**src/rtl/uart_pkg.sv**
```systemverilog
// Shared UART types and defaults for the receiver and the baud tick generator.
package uart_pkg;

  typedef enum logic [2:0] {IDLE, START, DATA, PARITY, STOP} uart_rx_state_t;

  localparam int unsigned UART_RATIO = 8;

endpackage

```
**src/rtl/uart_rx_sync.sv**
```systemverilog
// Two-flop synchroniser for asynchronous inputs; flops reset to all ones (idle line level).
module uart_rx_sync #(
  parameter int unsigned WIDTH = 1
) (
  input  logic             clk_i,
  input  logic             rstn_i,
  input  logic [WIDTH-1:0] d_i,
  output logic [WIDTH-1:0] q_o
);

  logic [WIDTH-1:0] r_meta;
  logic [WIDTH-1:0] r_sync;

  always_ff @(posedge clk_i or negedge rstn_i) begin
    if (!rstn_i) begin
      r_meta <= '1;
      r_sync <= '1;
    end else begin
      r_meta <= d_i;
      r_sync <= r_meta;
    end
  end

  assign q_o = r_sync;

endmodule

```
**src/rtl/uart_rx.sv**
```systemverilog
// UART receiver: oversampled start detection, 3-sample majority vote, LSB-first shift, stop check.
// Optional parity stage and parity_err_o port are enabled with `define UART_RX_PARITY_EN.
module uart_rx
  import uart_pkg::*;
#(
  parameter int unsigned RATIO      = UART_RATIO,
  parameter int unsigned DATA_BITS  = 8,
  parameter bit          PARITY_ODD = 1'b0
) (
  input  logic                 clk_i,
  input  logic                 rstn_i,
  input  logic                 uart_ce_i,
  input  logic                 rx_i,
  output logic [DATA_BITS-1:0] data_o,
  output logic                 valid_o,
  output logic                 frame_err_o,
`ifdef UART_RX_PARITY_EN
  output logic                 parity_err_o,
`endif
  output logic                 busy_o
);

  localparam int unsigned TW = $clog2(RATIO);
  localparam int unsigned BW = $clog2(DATA_BITS);
  localparam logic [TW-1:0] T_S0   = TW'(RATIO / 2 - 1);
  localparam logic [TW-1:0] T_S1   = TW'(RATIO / 2);
  localparam logic [TW-1:0] T_DEC  = TW'(RATIO / 2 + 1);
  localparam logic [TW-1:0] T_LAST = TW'(RATIO - 1);
  localparam logic [BW-1:0] B_LAST = BW'(DATA_BITS - 1);

  if (RATIO < 4 || (RATIO % 2) != 0 || DATA_BITS < 5 || DATA_BITS > 9 ||
      (PARITY_ODD !== 1'b0 && PARITY_ODD !== 1'b1)) begin : g_param_check
    $error("uart_rx: illegal parameter combination");
  end

  uart_rx_state_t       r_state, w_state_nxt;
  logic [TW-1:0]        r_tick, w_tick_nxt;
  logic [BW-1:0]        r_bit, w_bit_nxt;
  logic [DATA_BITS-1:0] r_shift, w_shift_nxt;
  logic [DATA_BITS-1:0] w_data_nxt;
  logic                 r_armed, w_armed_nxt;
  logic                 r_s0, w_s0_nxt;
  logic                 r_s1, w_s1_nxt;
  logic                 w_valid_nxt, w_ferr_nxt;
  logic                 w_rx_s, w_vote, w_dec, w_last;
`ifdef UART_RX_PARITY_EN
  logic                 r_par, w_par_nxt;
  logic                 w_perr_nxt, w_par_bad;
`endif

  uart_rx_sync #(.WIDTH(1)) u_sync (
    .clk_i  (clk_i),
    .rstn_i (rstn_i),
    .d_i    (rx_i),
    .q_o    (w_rx_s)
  );

  // Third vote sample is the live synchronised line at the decision tick.
  assign w_vote = (r_s0 & r_s1) | (r_s0 & w_rx_s) | (r_s1 & w_rx_s);
  assign w_dec  = (r_tick == T_DEC);
  assign w_last = (r_tick == T_LAST);
  assign busy_o = (r_state != IDLE);
`ifdef UART_RX_PARITY_EN
  assign w_par_bad = ((^{r_shift, r_par}) != PARITY_ODD);
`endif

  always_comb begin
    w_state_nxt = r_state;
    w_tick_nxt  = r_tick;
    w_bit_nxt   = r_bit;
    w_shift_nxt = r_shift;
    w_armed_nxt = r_armed;
    w_s0_nxt    = r_s0;
    w_s1_nxt    = r_s1;
    w_data_nxt  = data_o;
    w_valid_nxt = 1'b0;
    w_ferr_nxt  = 1'b0;
`ifdef UART_RX_PARITY_EN
    w_par_nxt   = r_par;
    w_perr_nxt  = 1'b0;
`endif
    if (uart_ce_i) begin
      if (r_state != IDLE) begin
        w_tick_nxt = w_last ? '0 : r_tick + 1'b1;
        if (r_tick == T_S0) w_s0_nxt = w_rx_s;
        if (r_tick == T_S1) w_s1_nxt = w_rx_s;
      end
      case (r_state)
        IDLE: begin
          if (w_rx_s) begin
            w_armed_nxt = 1'b1;
          end else if (r_armed) begin
            w_state_nxt = START;
            w_tick_nxt  = TW'(1);
          end
        end
        START: begin
          if (w_dec && w_vote) begin
            w_state_nxt = IDLE;
            w_tick_nxt  = '0;
          end else if (w_last) begin
            w_state_nxt = DATA;
            w_bit_nxt   = '0;
          end
        end
        DATA: begin
          if (w_dec) w_shift_nxt = {w_vote, r_shift[DATA_BITS-1:1]};
          if (w_last) begin
            if (r_bit == B_LAST) begin
              w_bit_nxt = '0;
`ifdef UART_RX_PARITY_EN
              w_state_nxt = PARITY;
`else
              w_state_nxt = STOP;
`endif
            end else begin
              w_bit_nxt = r_bit + 1'b1;
            end
          end
        end
`ifdef UART_RX_PARITY_EN
        PARITY: begin
          if (w_dec)  w_par_nxt   = w_vote;
          if (w_last) w_state_nxt = STOP;
        end
`endif
        STOP: begin
          // Leave at the decision tick so a back-to-back start bit is not missed.
          if (w_dec) begin
            w_data_nxt  = r_shift;
            w_ferr_nxt  = ~w_vote;
            w_armed_nxt = w_vote;
            w_state_nxt = IDLE;
            w_tick_nxt  = '0;
`ifdef UART_RX_PARITY_EN
            w_perr_nxt  = w_par_bad;
            w_valid_nxt = w_vote & ~w_par_bad;
`else
            w_valid_nxt = w_vote;
`endif
          end
        end
        default: begin
          w_state_nxt = IDLE;
          w_tick_nxt  = '0;
        end
      endcase
    end
  end

  always_ff @(posedge clk_i or negedge rstn_i) begin
    if (!rstn_i) begin
      r_state     <= IDLE;
      r_tick      <= '0;
      r_bit       <= '0;
      r_shift     <= '0;
      r_armed     <= 1'b0;
      r_s0        <= 1'b0;
      r_s1        <= 1'b0;
      data_o      <= '0;
      valid_o     <= 1'b0;
      frame_err_o <= 1'b0;
`ifdef UART_RX_PARITY_EN
      r_par        <= 1'b0;
      parity_err_o <= 1'b0;
`endif
    end else begin
      r_state     <= w_state_nxt;
      r_tick      <= w_tick_nxt;
      r_bit       <= w_bit_nxt;
      r_shift     <= w_shift_nxt;
      r_armed     <= w_armed_nxt;
      r_s0        <= w_s0_nxt;
      r_s1        <= w_s1_nxt;
      data_o      <= w_data_nxt;
      valid_o     <= w_valid_nxt;
      frame_err_o <= w_ferr_nxt;
`ifdef UART_RX_PARITY_EN
      r_par        <= w_par_nxt;
      parity_err_o <= w_perr_nxt;
`endif
    end
  end

endmodule

```
**config.mk**
```make
export PLATFORM = sky130hd
export DESIGN_NAME = uart_rx
export DESIGN_NICKNAME = d
export VERILOG_FILES = /design/src/rtl/uart_pkg.sv /design/src/rtl/uart_rx_sync.sv /design/src/rtl/uart_rx.sv
export SDC_FILE = /design/constraint.sdc
export NUM_CORES = 1
export LEC_CHECK = 0
export CAP_MARGIN = 30
export CORE_ASPECT_RATIO = 1.1
export CORE_MARGIN = 3
export CORE_UTILIZATION = 55
export CTS_BUF_LIST = sky130_fd_sc_hd__clkbuf_4 sky130_fd_sc_hd__clkbuf_8 sky130_fd_sc_hd__clkbuf_16
export DETAILED_ROUTE_END_ITERATION = 7
export PLACE_DENSITY = 0.77
export REMOVE_ABC_BUFFERS = 1
export SYNTH_ARGS = -nofsm -noshare
export SYNTH_HDL_FRONTEND = slang
export SYNTH_SLANG_ARGS = --single-unit
```
**constraint.sdc**
```tcl
create_clock -name clk_i -period 4.5 [get_ports clk_i]
set_clock_uncertainty 0.2 [all_clocks]
set_input_delay 0.9 -clock clk_i [delete_from_list [all_inputs] [get_ports clk_i]]
set_output_delay 0.9 -clock clk_i [all_outputs]
set_load 0.05 [all_outputs]
```
==> reports/results.tsv <==
stage	metric	value	unit
clocking	Clock Latency Late Sink	330	ps
worst_setup_path	Slowest cell on crit path	clkdlybuf4s50_1	
timing	Achievable Freq	0.319	GHz
clocking	clk slew on worst S/H paths	90	ps
floorplanning	Rows	19	
worst_setup_path	crit path DAT	2040	ps
final_layout	diode count	0	
power	Power per Cell Area	421	nW/um2
clocking	number of hold-repair buffers added at the cts stage	0	
worst_setup_path	WS Path Type	flip-flop to output port	
worst_setup_path	WP buf/inv	1	
yosys	dominant cell by count in the synthesized netlist	dfrtp_1	
timing	RSZ-0062 raised after global routing	false	
yosys	Async S/R FF share, synth	100	%
grt	GRT overflow	0	
clocking	Resize count post-CTS	0	
grt	global-route wire length before repair	4910	um
routing	DRT iter0 DRCs	36	
floorplanning	Placeable Area	2570	um2
yosys	synth top area cells	dfrtp_1 (49%), mux2_2 (15%), ha_1 (5.7%), dfstp_2 (3.4%), nand2_1 (2.7%)	
clocking	clk root buf	clkbuf_4	
clocking	CTS tree	yes	
outcome	outcome	finished, final reports clean	
power	VDD IR max	0.000314	V
yosys	Post-synth top cells	dfrtp_1 (30), mux2_2 (20), nand2_1 (11)	
place	DP HPWL	1890	um
place	placed cell areas	1690	um2
final_layout	Post-Layout Cell Count	179	
place	pre-CTS setup slack	1530	ps
yosys	Synth top area share	49.1	%
yosys	Cells after Synth	130	
final_layout	post-route design area	1750	um2
timing	final period utilization	69.7	%
yosys	Yosys Warn Count	0	
worst_setup_path	worst path cell trace	or3_1 -> clkdlybuf4s50_1	
timing	slew of the pin with the lowest slew margin	500	ps
timing	minimum clock period after layout	3140	ps
final_layout	final core occ	68.1	%
yosys	Yosys reg bits	32	
final_layout	filler cell count	206	
grt	pin count of the biggest net entering global routing	33	
worst_setup_path	CP peak stage delay	710	ps
worst_setup_path	Worst setup SP type	flip-flop	
grt	vias in the first global route	1134	
yosys	Avg Cell Area, Syn	11.8	um2
clocking	clock sinks	32	
min_path	Hold Crit Class	flip-flop to flip-flop	
yosys	Yosys top cell by area	dfrtp_1	
routing	First-pass DRT Iterations	5	
yosys	Synth cell types	37	
routing	wire per inst	15.3	um
yosys	predominant post-synthesis flop cell	dfrtp_1	
place	Inst Count DP	171	
timing	Max Transition Viols Final	0	
worst_setup_path	Crit. End Element	output port	
floorplanning	die span in x	56.3	um
final_layout	synth-to-layout area growth	14.4	%
final_layout	Layout Nets	158	
floorplanning	Die ar.	3450	um2
timing	Final TNS setup	0	ps
grt	antenna violations before repair	0	
place	routability congestion estimate from global placement	0.827	
yosys	number of synthesized flops with an enable pin	0	
grt	GR Util All Layers	19.8	%
routing	Final ANT Viol Nets	0	
power	Leakage Power	0.820	nW
timing	Final WS setup	1360	ps
worst_setup_path	CP Max Fanout	14	
clocking	deepest clock path buffer count	2	
place	# port buffers	14	
routing	vias per std cell	5.86	
floorplanning	I/O pins	15	
clocking	Post CTS Setup Buffer Count	0	
final_layout	layout cells sized above 1	24.3	%
yosys	register area share after synthesis	52.5	%
yosys	Mapped Area	1530	um2
routing	Via Count	1049	
worst_setup_path	Top Family by Delay on Critical Path	buffers and inverters	
timing	Slew Limit Headroom	66.6	%
clocking	H-tree depth	2	
final_layout	multi-input gate area in the final layout	687	um2
worst_setup_path	CP Data Required Time	3400	ps
routing	# DRC	0	
clocking	TritonCTS Buffers	5	
floorplanning	starting density of the core	59.6	%
final_layout	Storage cell area	803	um2
timing	Setup-failing EPs final	0	
flow_run	max-cap check violation count	0	
timing	Final Hold Vio Count	0	
floorplanning	die height	61.3	um
routing	Total Routed Length	2740	um
==> where the power goes <==
group	switching (mW)	internal [mW]	leakage, nW
Combinational	0.120	0.0944	0.361
Clock	0.0889	0.0728	0.0361
Sequential	0.0401	0.320	0.423
==> layer usage <==
metal	vias to the layer above	track usage, %	share of wire, %
met3	8	7.34	4.8
met4	0	15.3	3.1
li1	505	-	-
met2	26	32.6	52
met1	510	21.2	40
met5	-	0	0
==> path summary, 6_finish.rpt <==
| path | startpoint | end | slack (ps) | cells after the start |
|---|---|---|---|---|
| worst min-delay path | u_sync.r_meta$_DFF_PN1_ | u_sync.q_o$_DFF_PN1_ | 160 | 0 |
| worst max register to register | r_tick[1]$_DFFE_PN0P_ | data_o[7]$_DFFE_PN0P_ | 2290 | 6 |
| worst min register to register | u_sync.r_meta$_DFF_PN1_ | u_sync.q_o$_DFF_PN1_ | 160 | 0 |
| worst max-delay path | r_state[1]$_DFFE_PN0P_ | busy_o | 1360 | 2 |
| max in group asynchronous | rstn_i | u_sync.r_meta$_DFF_PN1_ | 3020 | 2 |
| min in group asynchronous | rstn_i | r_shift[6]$_DFFE_PN0P_ | 760 | 2 |
==> stage by stage <==
step,power (mW),hold slack (ps)
floorplan,0.514,145
global placement,0.565,147
detailed placement,0.580,148
CTS,0.747,163
global route,0.795,172
finish,0.737,161
==> cell families (layout without fill, tap and decap cells) <==
logic type               after synthesis  after routing  synth area share, %
AO/OA/AOI/OAI                         26             26                 12.1
buffers and inverters                  9             27                 2.54
XOR/XNOR                               1              1                0.573
AND/OR/NAND/NOR                       34             34                 11.0
multiplexers                          20             20                 14.7
adder cells (fa/ha/maj)                8              8                 6.46
flip-flops                            32             32                 52.5
==> placed cells by master (no fill, tap or decap), types with 2 or more instances in the layout <==
master	n
mux2_2	20
nor3_1	3
and2_1	3
clkbuf_4	7
ha_1	7
o2111ai_1	2
or3_1	2
a22oi_1	2
a21o_1	2
inv_1	4
nor2_2	3
o211ai_1	2
nand3_1	2
nand2b_1	3
nor2_1	4
o21ai_0	2
clkdlybuf4s50_1	14
a22o_1	2
a21oi_1	5
dfrtp_1	30
dfstp_2	2
nand2_1	11
==> cell type report <==
cell class | count | share of cell area, %
Clock buffer | 7 | 3.00
Clock inverter | 1 | 0.286
Inverter | 4 | 0.858
Multi-Input combinational cell | 89 | 39.3
Sequential cell | 32 | 45.9
Tap cell | 31 | 2.22
Timing Repair Buffer | 15 | 8.44
==> registers in the layout, indices dropped and copies added (netlist names) <==
name and cells:
data_o 8, frame_err_o 1, r_armed 1, r_bit 3
r_s0 1, r_s1 1, r_shift 8, r_state 3
r_tick 3, u_sync.q_o 1, u_sync.r_meta 1, valid_o 1
==> worst register-to-register path: cells and delay by family, from the launching register on <==
kind                       cells  cell delay [ps]
and+or+nand+nor                3              870
adders and majority gates      1              140
buffers and inverters          1              100
DFF                            1              410
muxes                          1              380
(Power assumes the default switching activity.)
